===== src/rtl/btb_update_ctrl.sv =====
// BTB update controller: classifies resolved branches, queues BTB writes in order,
// and produces the registered front-end redirect plus a saturating mispredict count.
module btb_update_ctrl #(
    parameter int DEPTH = 4
) (
    input  logic        clk,
    input  logic        rst,
    input  logic        res_valid,
    output logic        res_ready,
    input  logic [31:0] res_pc,
    input  logic [31:0] res_target,
    input  logic        res_taken,
    input  logic        pred_hit,
    input  logic        pred_taken,
    input  logic [31:0] pred_target,
    input  logic [1:0]  pred_idx,
    output logic        upd_valid,
    input  logic        upd_ready,
    output logic        upd_alloc,
    output logic        upd_retarget,
    output logic        upd_clear,
    output logic [31:0] upd_pc,
    output logic [31:0] upd_target,
    output logic [1:0]  upd_idx,
    output logic        redirect_valid,
    output logic [31:0] redirect_pc,
    output logic [31:0] mispredict_count
);
    localparam int PW = $clog2(DEPTH);
    localparam int CW = PW + 1;

    typedef enum logic [1:0] {
        KIND_NONE,
        KIND_ALLOC,
        KIND_RETARGET,
        KIND_CLEAR
    } kind_e;

    // Queue storage is not reset: every read is qualified by a non-zero count.
    kind_e       kind_mem_q [DEPTH];
    logic [31:0] pc_mem_q   [DEPTH];
    logic [31:0] tgt_mem_q  [DEPTH];
    logic [1:0]  idx_mem_q  [DEPTH];

    logic [PW-1:0] wr_ptr_q, wr_ptr_d;
    logic [PW-1:0] rd_ptr_q, rd_ptr_d;
    logic [CW-1:0] count_q, count_d;
    logic          redirect_valid_q, redirect_valid_d;
    logic [31:0]   redirect_pc_q, redirect_pc_d;
    logic [31:0]   mis_cnt_q, mis_cnt_d;

    kind_e       res_kind;
    logic [31:0] res_pc_plus4;
    logic [31:0] enq_target;
    logic        accept;
    logic        enq;
    logic        deq;
    logic        mispredict;
    kind_e       head_kind;

    assign res_pc_plus4 = res_pc + 32'd4;
    assign res_ready    = (count_q != CW'(DEPTH));
    assign accept       = res_valid && res_ready;

    always_comb begin
        res_kind = KIND_NONE;
        if (res_taken && !pred_hit) begin
            res_kind = KIND_ALLOC;
        end else if (res_taken && (!pred_taken || (pred_target != res_target))) begin
            res_kind = KIND_RETARGET;
        end else if (!res_taken && pred_hit && pred_taken) begin
            res_kind = KIND_CLEAR;
        end
    end

    assign mispredict = (res_taken && (pred_target != res_target)) ||
                        (!res_taken && (pred_target != res_pc_plus4));
    assign enq_target = (res_kind == KIND_CLEAR) ? res_pc_plus4 : res_target;
    assign enq        = accept && (res_kind != KIND_NONE);
    // A write is never offered during the reset cycle, even if entries are still queued.
    assign upd_valid  = (count_q != '0) && !rst;
    assign deq        = upd_valid && upd_ready;

    always_comb begin
        wr_ptr_d         = wr_ptr_q;
        rd_ptr_d         = rd_ptr_q;
        count_d          = count_q;
        redirect_valid_d = accept && mispredict;
        redirect_pc_d    = redirect_pc_q;
        mis_cnt_d        = mis_cnt_q;
        if (enq) begin
            wr_ptr_d = wr_ptr_q + PW'(1);
        end
        if (deq) begin
            rd_ptr_d = rd_ptr_q + PW'(1);
        end
        case ({enq, deq})
            2'b10:   count_d = count_q + CW'(1);
            2'b01:   count_d = count_q - CW'(1);
            default: count_d = count_q;
        endcase
        if (accept && mispredict) begin
            redirect_pc_d = res_taken ? res_target : res_pc_plus4;
            if (mis_cnt_q != 32'hFFFF_FFFF) begin
                mis_cnt_d = mis_cnt_q + 32'd1;
            end
        end
    end

    always_ff @(posedge clk) begin
        if (rst) begin
            wr_ptr_q         <= '0;
            rd_ptr_q         <= '0;
            count_q          <= '0;
            redirect_valid_q <= 1'b0;
            redirect_pc_q    <= '0;
            mis_cnt_q        <= '0;
        end else begin
            wr_ptr_q         <= wr_ptr_d;
            rd_ptr_q         <= rd_ptr_d;
            count_q          <= count_d;
            redirect_valid_q <= redirect_valid_d;
            redirect_pc_q    <= redirect_pc_d;
            mis_cnt_q        <= mis_cnt_d;
        end
    end

    always_ff @(posedge clk) begin
        if (enq) begin
            kind_mem_q[wr_ptr_q] <= res_kind;
            pc_mem_q[wr_ptr_q]   <= res_pc;
            tgt_mem_q[wr_ptr_q]  <= enq_target;
            idx_mem_q[wr_ptr_q]  <= pred_idx;
        end
    end

    assign head_kind        = kind_mem_q[rd_ptr_q];
    assign upd_alloc        = upd_valid && (head_kind == KIND_ALLOC);
    assign upd_retarget     = upd_valid && (head_kind == KIND_RETARGET);
    assign upd_clear        = upd_valid && (head_kind == KIND_CLEAR);
    assign upd_pc           = upd_valid ? pc_mem_q[rd_ptr_q]  : '0;
    assign upd_target       = upd_valid ? tgt_mem_q[rd_ptr_q] : '0;
    assign upd_idx          = upd_valid ? idx_mem_q[rd_ptr_q] : '0;
    assign redirect_valid   = redirect_valid_q;
    assign redirect_pc      = redirect_pc_q;
    assign mispredict_count = mis_cnt_q;
endmodule


===== config.mk =====
export PLATFORM = sky130hd
export DESIGN_NAME = btb_update_ctrl
export DESIGN_NICKNAME = d
export VERILOG_FILES = /design/src/rtl/btb_update_ctrl.sv
export SDC_FILE = /design/constraint.sdc
export NUM_CORES = 1
export LEC_CHECK = 0
export ABC_AREA = 1
export CAP_MARGIN = 15
export CORE_MARGIN = 8
export CORE_UTILIZATION = 65
export CTS_BUF_LIST = sky130_fd_sc_hd__clkbuf_4
export DETAILED_ROUTE_END_ITERATION = 6
export DONT_BUFFER_PORTS = 1
export PLACE_DENSITY = 0.82
export SYNTH_ARGS = -nofsm -noshare
export SYNTH_HDL_FRONTEND = slang
export SYNTH_SLANG_ARGS = --single-unit

===== constraint.sdc =====
create_clock -name clk -period 9.9 [get_ports clk]
set_input_delay 1.98 -clock clk [delete_from_list [all_inputs] [get_ports clk]]
set_output_delay 1.98 -clock clk [all_outputs]
set_load 0.1 [all_outputs]

* After elaboration in Yosys (flattened, before gate mapping)
Memory sizes are Yosys's and may differ from the RTL's. A register that Yosys moved wholly into a read port is not among the register bits. Cells that the tools add are included. W data, S select, Z words.
Word-level totals: register bits 72, memory bits (writable) 272, input port bits 105, output and inout bits 136, logic and storage cells 69, memories kept 4
Memory list:
- pc_mem_q | words 4, bits a word 32, rd ports 1, clocked after memory_dff 1, wr ports 1, line 41 | logic [31:0] pc_mem_q [DEPTH];
- tgt_mem_q | words 4, bits a word 32, rd ports 1, clocked after memory_dff 1, wr ports 1, line 42 | logic [31:0] tgt_mem_q [DEPTH];
- idx_mem_q | words 4, bits a word 2, rd ports 1, clocked after memory_dff 1, wr ports 1, line 43 | logic [1:0] idx_mem_q [DEPTH];
- kind_mem_q | words 4, bits a word 2, rd ports 1, clocked after memory_dff 1, wr ports 1, line 40 | kind_e kind_mem_q [DEPTH];
Operators by class: add/sub/neg operators 6, equality and inequality tests 10, mux-type cells 19, reduce and logical (&&, ||, !) cells 24
Operator list (count):
- $mux W32 | 4
- $ne A32 B32 Y1 | 2
- $add A32 B1 Y32 const B | 1
- $add A32 B3 Y32 const B | 1
- $ne A32 B32 Y1 const B | 1
- $mux W2 | 12
- $logic_and A1 B1 Y1 | 14
- $eq A2 B2 Y1 const B | 4
- $pmux W3 S2 | 1
- $add A2 B1 Y2 const B | 2
- $eq A2 B1 Y1 const B | 2
- $logic_not A1 Y1 | 4
- $reduce_bool A2 Y1 | 2
- $add A3 B1 Y3 const B | 1
- $ne A3 B3 Y1 const B | 1
- $reduce_bool A3 Y1 | 1
- $sub A3 B1 Y3 const B | 1
- $logic_or A1 B1 Y1 | 2
- $mux W1 | 2
- $reduce_and A2 Y1 | 1

* Longest topological paths before layout
Gate-level depths: netlist (run 1).
depth in word-level cells 10, mapped depth 21, depth with buffers taken out 20

* Worst setup path after synthesis (run 1)
Ideal clock, no wire load.
path kind input -> output, start point input port rst, end point output port upd_retarget, arrival time 6248 ps, data required time 7920 ps, slack 1672 ps, cell stages on the path 4, path through a31oi_1 -> inv_1 -> clkbuf_1 -> nor3_1
On the way: word-level cells in the longest chain between the ends 3
Ends and longest elaborated chain:
- from (decl) | line 7 | input logic rst,
- $logic_not A1 Y1 | line 81 | assign upd_valid = (count_q != '0) && !rst;
- $logic_and A1 B1 Y1 | line 81
- $logic_and A1 B1 Y1 | line 139 | assign upd_retarget = upd_valid && (head_kind == KIND_RETARGET);
- to (decl) | line 20 | output logic upd_retarget,
Every way passes these cells.

* Final worst setup path (run 1)
start point input port rst, end point output port upd_idx[0]
On the way: word-level cells in the longest chain between the ends 3
Ends and longest elaborated chain:
- $logic_not A1 Y1 | line 81
- $logic_and A1 B1 Y1 | line 81
- $mux W2 | line 143 | assign upd_idx = upd_valid ? idx_mem_q[rd_ptr_q] : '0;
- to (decl) | line 24 | output logic [1:0] upd_idx,
Every way passes these cells.

==> results of run 1 <==
[worst paths after layout]
path | to | from | depth (start not counted)
worst max-delay path | upd_idx[0] | rst | 4
worst min-delay path | count_q[1]$_SDFFE_PP0P_ | count_q[1]$_SDFFE_PP0P_ | 2
worst min register to register | count_q[1]$_SDFFE_PP0P_ | count_q[1]$_SDFFE_PP0P_ | 2
worst max register to register | tgt_mem_q[2][30]$_DFFE_PP_ | count_q[1]$_SDFFE_PP0P_ | 7
[kinds of logic (layout without fill, tap and decap cells)]
group / Yosys count / count (layout) / share of synthesized area, %
AO/OA/AOI/OAI: 295 / 295 / 8.82
XOR/XNOR: 31 / 31 / 1.75
adder cells (fa/ha/maj): 8 / 8 / 0.627
buffers and inverters: 299 / 407 / 6.95
flip-flops: 346 / 346 / 56.2
other: 0 / 3 / 0
AND/OR/NAND/NOR: 1069 / 1069 / 25.6
[worst min-delay path, stage by stage, from the launching register on]
cell     delay (ns)
dfxtp_1        0.33
a21oi_1        0.07
nor2_1         0.09
[layer usage]
layer  track usage (%)  up-vias  part of all wire [%]
li1                  -     6857                     -
met3              12.5      111                    13
met1              37.1     6817                    37
met5                 0        -                     0
met4              12.7        0                   3.6
met2              50.9      752                    46
[layout make-up]
cell class,count,share of cell area [%]
clock inverters,28,0.819
well taps,335,2.21
repair buffers,41,1.73
multi-input cells,1403,35.0
diodes,3,0.0396
clock buffers,129,5.11
flip-flops and latches,346,51.0
inverters,209,4.16
[synthesized netlist by cell type (all sizes together) (7+ instances only)]
library cell and number:
nor3 19, nand2 430, a21oi 75, nor2 459, dfxtp 74, xnor2 24, buf 25, clkbuf 65
edfxtp 272, o21ai 207, nand3 100, or2 7, nand4 47, ha 7, inv 206
[per-stage QoR]
| stage | utilization [%] | hold slack [ns] | total power [W] | setup WS [ns] |
|---|---|---|---|---|
| 2_1_floorplan | - | 0.457 | 0.00230 | 1.67 |
| 6_report | 72.9 | 0.530 | 0.00361 | 3.33 |
| 3_3_place_gp | 68.6 | 0.481 | 0.00243 | 3.44 |
| 5_1_grt | 72.9 | 0.569 | 0.00374 | 3.30 |
| 3_5_place_dp | 68.6 | 0.514 | 0.00244 | 3.37 |
| 4_1_cts | 72.9 | 0.527 | 0.00362 | 3.35 |
[power by group through the flow]
stage,Combinational (W),Clock [W],Sequential (W)
after global placement,0.000617,0,0.00181
final,0.000634,0.00119,0.00178
after CTS,0.000632,0.00121,0.00178
after global routing,0.000678,0.00128,0.00179
after detailed placement,0.000630,0,0.00181
after floorplan,0.000502,0,0.00180
[registers in the layout, indices dropped and copies added, names as in the netlist, named ones only]
register / flops
idx_mem_q: 8
tgt_mem_q: 128
kind_mem_q: 8
redirect_valid: 1
wr_ptr_q: 2
rd_ptr_q: 2
redirect_pc: 32
mispredict_count: 32
pc_mem_q: 128
count_q: 3
==> summary.txt, run 1 <==
Placed design
  – IO Port Bufs: 0
  – Final Wtd Congestion: 0.995
  – Placed cell count: 2334
  – DPL Wire Length: 35400 um
  – Cell Area, Placed: 17800 sq um

Floorplanning
  – Num ports: 241
  – Core box area: 26000 sq um
  – Die H: 178 um
  – Initial Util: 66.0%
  – Die W: 178 um
  – Die ar.: 31900 sq um
  – FP Rows: 59

Setup path
  – WP data required: 7.92 ns
  – Critical Path Max Stage Delay: 0.92 ns
  – R2R Setup Slk: 5.36 ns
  – Critical path's top delay family: compound AO/OA/AOI/OAI gates
  – Endpoint class of the critical path: output port
  – CP Launch Type: primary input
  – Critical path class: in -> out
  – Buf/Inv on CP: 2
  – Critical path's slowest cell: a21oi_2
  – Critical Path AT: 4.59 ns
  – Critical Path, Cell by Cell: a31oi_4, inv_4, buf_4, a21oi_2
  – CP Max Fanout: 41

Job
  – MaxCap Viol Count: 0

Global routing
  – Initial antenna violation count: 2
  – Total grt overflow: 0
  – Vias in the first global route: 14000
  – Pin count of the biggest net entering global routing: 83
  – Total GRT Usage: 31.5%
  – Global-route wire length before repair: 76300 um

Clock tree
  – Clock root buffer: clkbuf_4
  – Clk slew on worst S/H paths: 0.06 ns
  – Setup Buffers After CTS: 0
  – Max Root-Sink Buffers: 3
  – Cts-stage hold buffer count: 0
  – CTS Sinks: 346
  – Resized cells post-CTS: 0
  – TritonCTS clock tree: built
  – CTS Buf Count: 85
  – Clk_lat worst skew: 0.71 ns
  – H-tree Lvls: 3

Finish
  – Ratio of cells with drive above 1 in the final layout: 13.0%
  – Post-route insts no fill: 2494
  – Filler cell count: 1956
  – Nets@finish: 2199
  – Syn-to-layout area delta: 10.4%
  – Leading cell type in the layout, fill and taps excluded: nor2_1
  – Register area: 9650 sq um
  – Commonest cells after routing, fill and taps aside: 444 x nor2_1, 425 x nand2_1, 272 x edfxtp_1
  – Design Area, Final: 18900 sq um
  – Area occupied by multi-input gates: 6620 sq um

Timing
  – Max-slew headroom: 18.3%
  – # setup viols final: 0
  – Min cycle time layout: 6.57 ns
  – Setup TNS: 0 ns
  – Fin. max-slew vios: 0
  – Worst Tran Pin Value: 1.23 ns
  – RSZ-0062 raised after global routing: false
  – Crit share post-route: 66.4%
  – Hold Vio Cnt, Final: 0
  – Fmax: 152 MHz
  – Clk_skew: 0.0351 ns

Power
  – Worst IR Drop VDD: 0.160 mV
  – Pleak: 7.53 nW
  – P_sw: 0.00122 W
  – Power per cell area: 190 nW/um^2
  – Reg power frac: 49.4%
  – Combinational fraction of design power: 17.6%
  – Clk pwr share: 33.1%
  – Sw Share: 33.7%
  – Int Power: 0.00239 W

Synth
  – Share of the synthesized area in the top cell type: 47.6%
  – Async set-or-reset flop fraction in the synthesized netlist: 0%
  – Syn_nets: 2161
  – Yosys reg bits: 346
  – EDFF count, synth: 272
  – Area contributors post-synth: edfxtp_1 48%, nor2_1 9.8%, nand2_1 9.3%
  – Sequential fraction of the synthesis area: 56.2%
  – Leading area contributor after synthesis: edfxtp_1
  – Post-synth cell types: 40
  – Synthesized area: 17200 sq um
  – Avg Synthesized Cell Area: 8.38 sq um
  – Mapped Cells: 2048
  – Ys flop type: edfxtp_1
  – Yosys warns: 0

Detailed routing
  – # DRC: 0
  – Vias per cell: 5.83
  – Post-DR wirelength/cell: 20.2 um
  – Antenna-violating nets left: 0
  – Total wire length: 50400 um
  – Detailed Routing Iterations Pass 1: 5
  – Vias: 14500
  – DR iter-0 viols: 1542

Hold path
  – Worst hold path class: reg -> reg

Outcome
  – Outcome: finished, final reports clean
Note: power is estimated with default switching activity, not from simulation.
==> inputs of run 2 (changes only) <==
clock period = 6.1 ns   (was 9.9 ns; I/O delays follow)
==> run 2 against run 1 <==
Net effect: sequential share of layout area is 0.44 points lower; hold slack lost 0.033 ns; global-route usage grew 1.4 points; wire length is 5.7% higher; count of clock-buffer cells in the layout fell by 3; design area rose by 0.88%; die area is the same; non-clock buffer count rose by 17.
==> summary.txt, run 2 (synthesis results as in run 1) <==
Outcome
  – Outcome: finished, final reports clean

Power
  – Pleak: 7.63 nW (+1.3%)
  – Worst IR Drop VDD: 0.242 mV (+51%)
  – Power per cell area: 311 nW/um^2 (+64%)

Finish
  – Nets@finish: 2217 (+0.82%)
  – Post-route insts no fill: 2507 (+0.52%)
  – Leading cell type in the layout, fill and taps excluded: nor2_1
  – Commonest cells after routing, fill and taps aside: 444 x nor2_1, 425 x nand2_1, 272 x edfxtp_1
  – Design Area, Final: 19100 sq um (+0.88%)
  – Largest regs: pc_mem_q x128, tgt_mem_q x128
  – Ratio of cells with drive above 1 in the final layout: 13.7% (+0.70 points)
  – Syn-to-layout area delta: 11.4%

Setup path
  – Critical path's top delay family: simple AND/OR/NAND/NOR gates
  – Critical Path Max Stage Delay: 0.94 ns (+0.02 ns)
  – Critical Path AT: 4.09 ns (-0.50 ns)
  – R2R Setup Slk: 2.32 ns (-3.04 ns)
  – Critical path class: reg -> out
  – CP Launch Type: flip-flop
  – WP data required: 4.88 ns (-3.04 ns)
  – CP Max Fanout: 60 (+46%)
  – Critical Path, Cell by Cell: clkinv_2, o21ai_0, o22ai_1, nand2_1, nor2_2
  – Buf/Inv on CP: 1 (-1)
  – Endpoint class of the critical path: output port
  – Critical path's slowest cell: nor2_2

Clock tree
  – Cts-stage hold buffer count: 0 (unchanged)
  – CTS Sinks: 346 (unchanged)
  – Resized cells post-CTS: 0 (unchanged)
  – TritonCTS clock tree: built
  – Setup Buffers After CTS: 0 (unchanged)
  – CTS Buf Count: 86 (+1.2%)
  – Clk_lat worst skew: 0.73 ns (+0.02 ns)
  – Max Root-Sink Buffers: 3 (unchanged)
  – Clock root buffer: clkbuf_4
  – Clk slew on worst S/H paths: 0.08 ns (+0.02 ns)
  – H-tree Lvls: 3 (unchanged)

Floorplanning
  – FP Rows: 59 (unchanged)
  – Num ports: 241 (unchanged)
  – Core box area: 26000 sq um (unchanged)
  – Initial Util: 66.0% (unchanged)
  – Die ar.: 31900 sq um (unchanged)
  – Die W: 178 um (unchanged)
  – Die H: 178 um (unchanged)

Placed design
  – IO Port Bufs: 0 (unchanged)
  – Placed cell count: 2351 (+0.73%)
  – DPL Wire Length: 36900 um (+4.3%)
  – Cell Area, Placed: 18000 sq um (+0.92%)
  – Final Wtd Congestion: 0.991 (-0.44%)

Detailed routing
  – Vias per cell: 5.87 (+0.75%)
  – Post-DR wirelength/cell: 21.2 um (+5.1%)
  – Detailed Routing Iterations Pass 1: 6 (+1)
  – Antenna-violating nets left: 0 (unchanged)
  – # DRC: 0 (unchanged)
  – Vias: 14700 (+1.3%)
  – DR iter-0 viols: 1615 (+4.7%)
  – Total wire length: 53200 um (+5.7%)

Timing
  – Fmax: 188 MHz
  – Worst Tran Pin Value: 1.22 ns (-0.00341 ns)
  – Hold Vio Cnt, Final: 0 (unchanged)
  – Max-slew headroom: 18.5% (+0.23 points)
  – Setup TNS: 0 ns (unchanged)
  – Fin. max-slew vios: 0 (unchanged)
  – Clk_skew: 0.0402 ns (+0.00501 ns)
  – Min cycle time layout: 5.31 ns
  – RSZ-0062 raised after global routing: false
  – # setup viols final: 0 (unchanged)
  – Crit share post-route: 87.0%

Job
  – MaxCap Viol Count: 0 (unchanged)

Global routing
  – Global-route wire length before repair: 79400 um (+4.1%)
  – Total GRT Usage: 32.9% (+1.4 points)
  – Initial antenna violation count: 2 (unchanged)
  – Total grt overflow: 0 (unchanged)
  – Pin count of the biggest net entering global routing: 79 (-4.8%)
  – Vias in the first global route: 14000 (-0.029%)

Hold path
  – Worst hold path class: reg -> reg
## run 2: routing by layer
layer	GRT usage [%]	vias to the layer above	share of wire [%]
li1	-	6900	-
met5	0	-	0
met4	15.6	0	4.7
met3	12.5	161	13
met1	38.1	6766	36
met2	53.2	895	46
## run 2: power breakdown
group / total [W] / switching [W] / internal [W]
logic: 0.00107 / 0.000858 / 0.000212
registers: 0.00289 / 0.000217 / 0.00267
clock network: 0.00199 / 0.000954 / 0.00104
total: 0.00595 / 0.00203 / 0.00392
## run 2: final timing paths
kind / startpoint / to / depth (start not counted)
setup reg to reg: count_q[1]$_SDFFE_PP0P_ / pc_mem_q[0][8]$_DFFE_PP_ / 6
hold reg to reg: count_q[1]$_SDFFE_PP0P_ / count_q[1]$_SDFFE_PP0P_ / 2
setup / recovery: flip-flop / upd_clear / 5
hold / removal: count_q[1]$_SDFFE_PP0P_ / count_q[1]$_SDFFE_PP0P_ / 2
## run 2: cell type report
type | count | area, sq um
clock buffers | 126 | 946
repair buffers | 58 | 485
well taps | 335 | 419
inverters | 209 | 788
diodes | 2 | 5.00
flip-flops and latches | 346 | 9650
clock inverters | 28 | 183
fillers | 1853 | 6870
multi-input cells | 1403 | 6630
## run 2: worst register-to-register path: stages (launching register included)
cell	delay [ns]
dfxtp_1	0.33
inv_1	0.10
nand3_1	0.81
and2_2	0.36
nand2_1	0.35
nor2_4	0.97
buf_4	0.49
## run 2: through the flow
stage	hold slack, ns	utilization (%)	total power, W	setup slack, ns
after global placement	0.471	69.2	0.00397	1.56
after detailed placement	0.481	69.2	0.00400	1.55
after global routing	0.525	73.5	0.00616	0.613
after CTS	0.497	73.5	0.00597	0.853
final	0.497	73.5	0.00595	0.794
after floorplan	0.457	-	0.00373	0.493
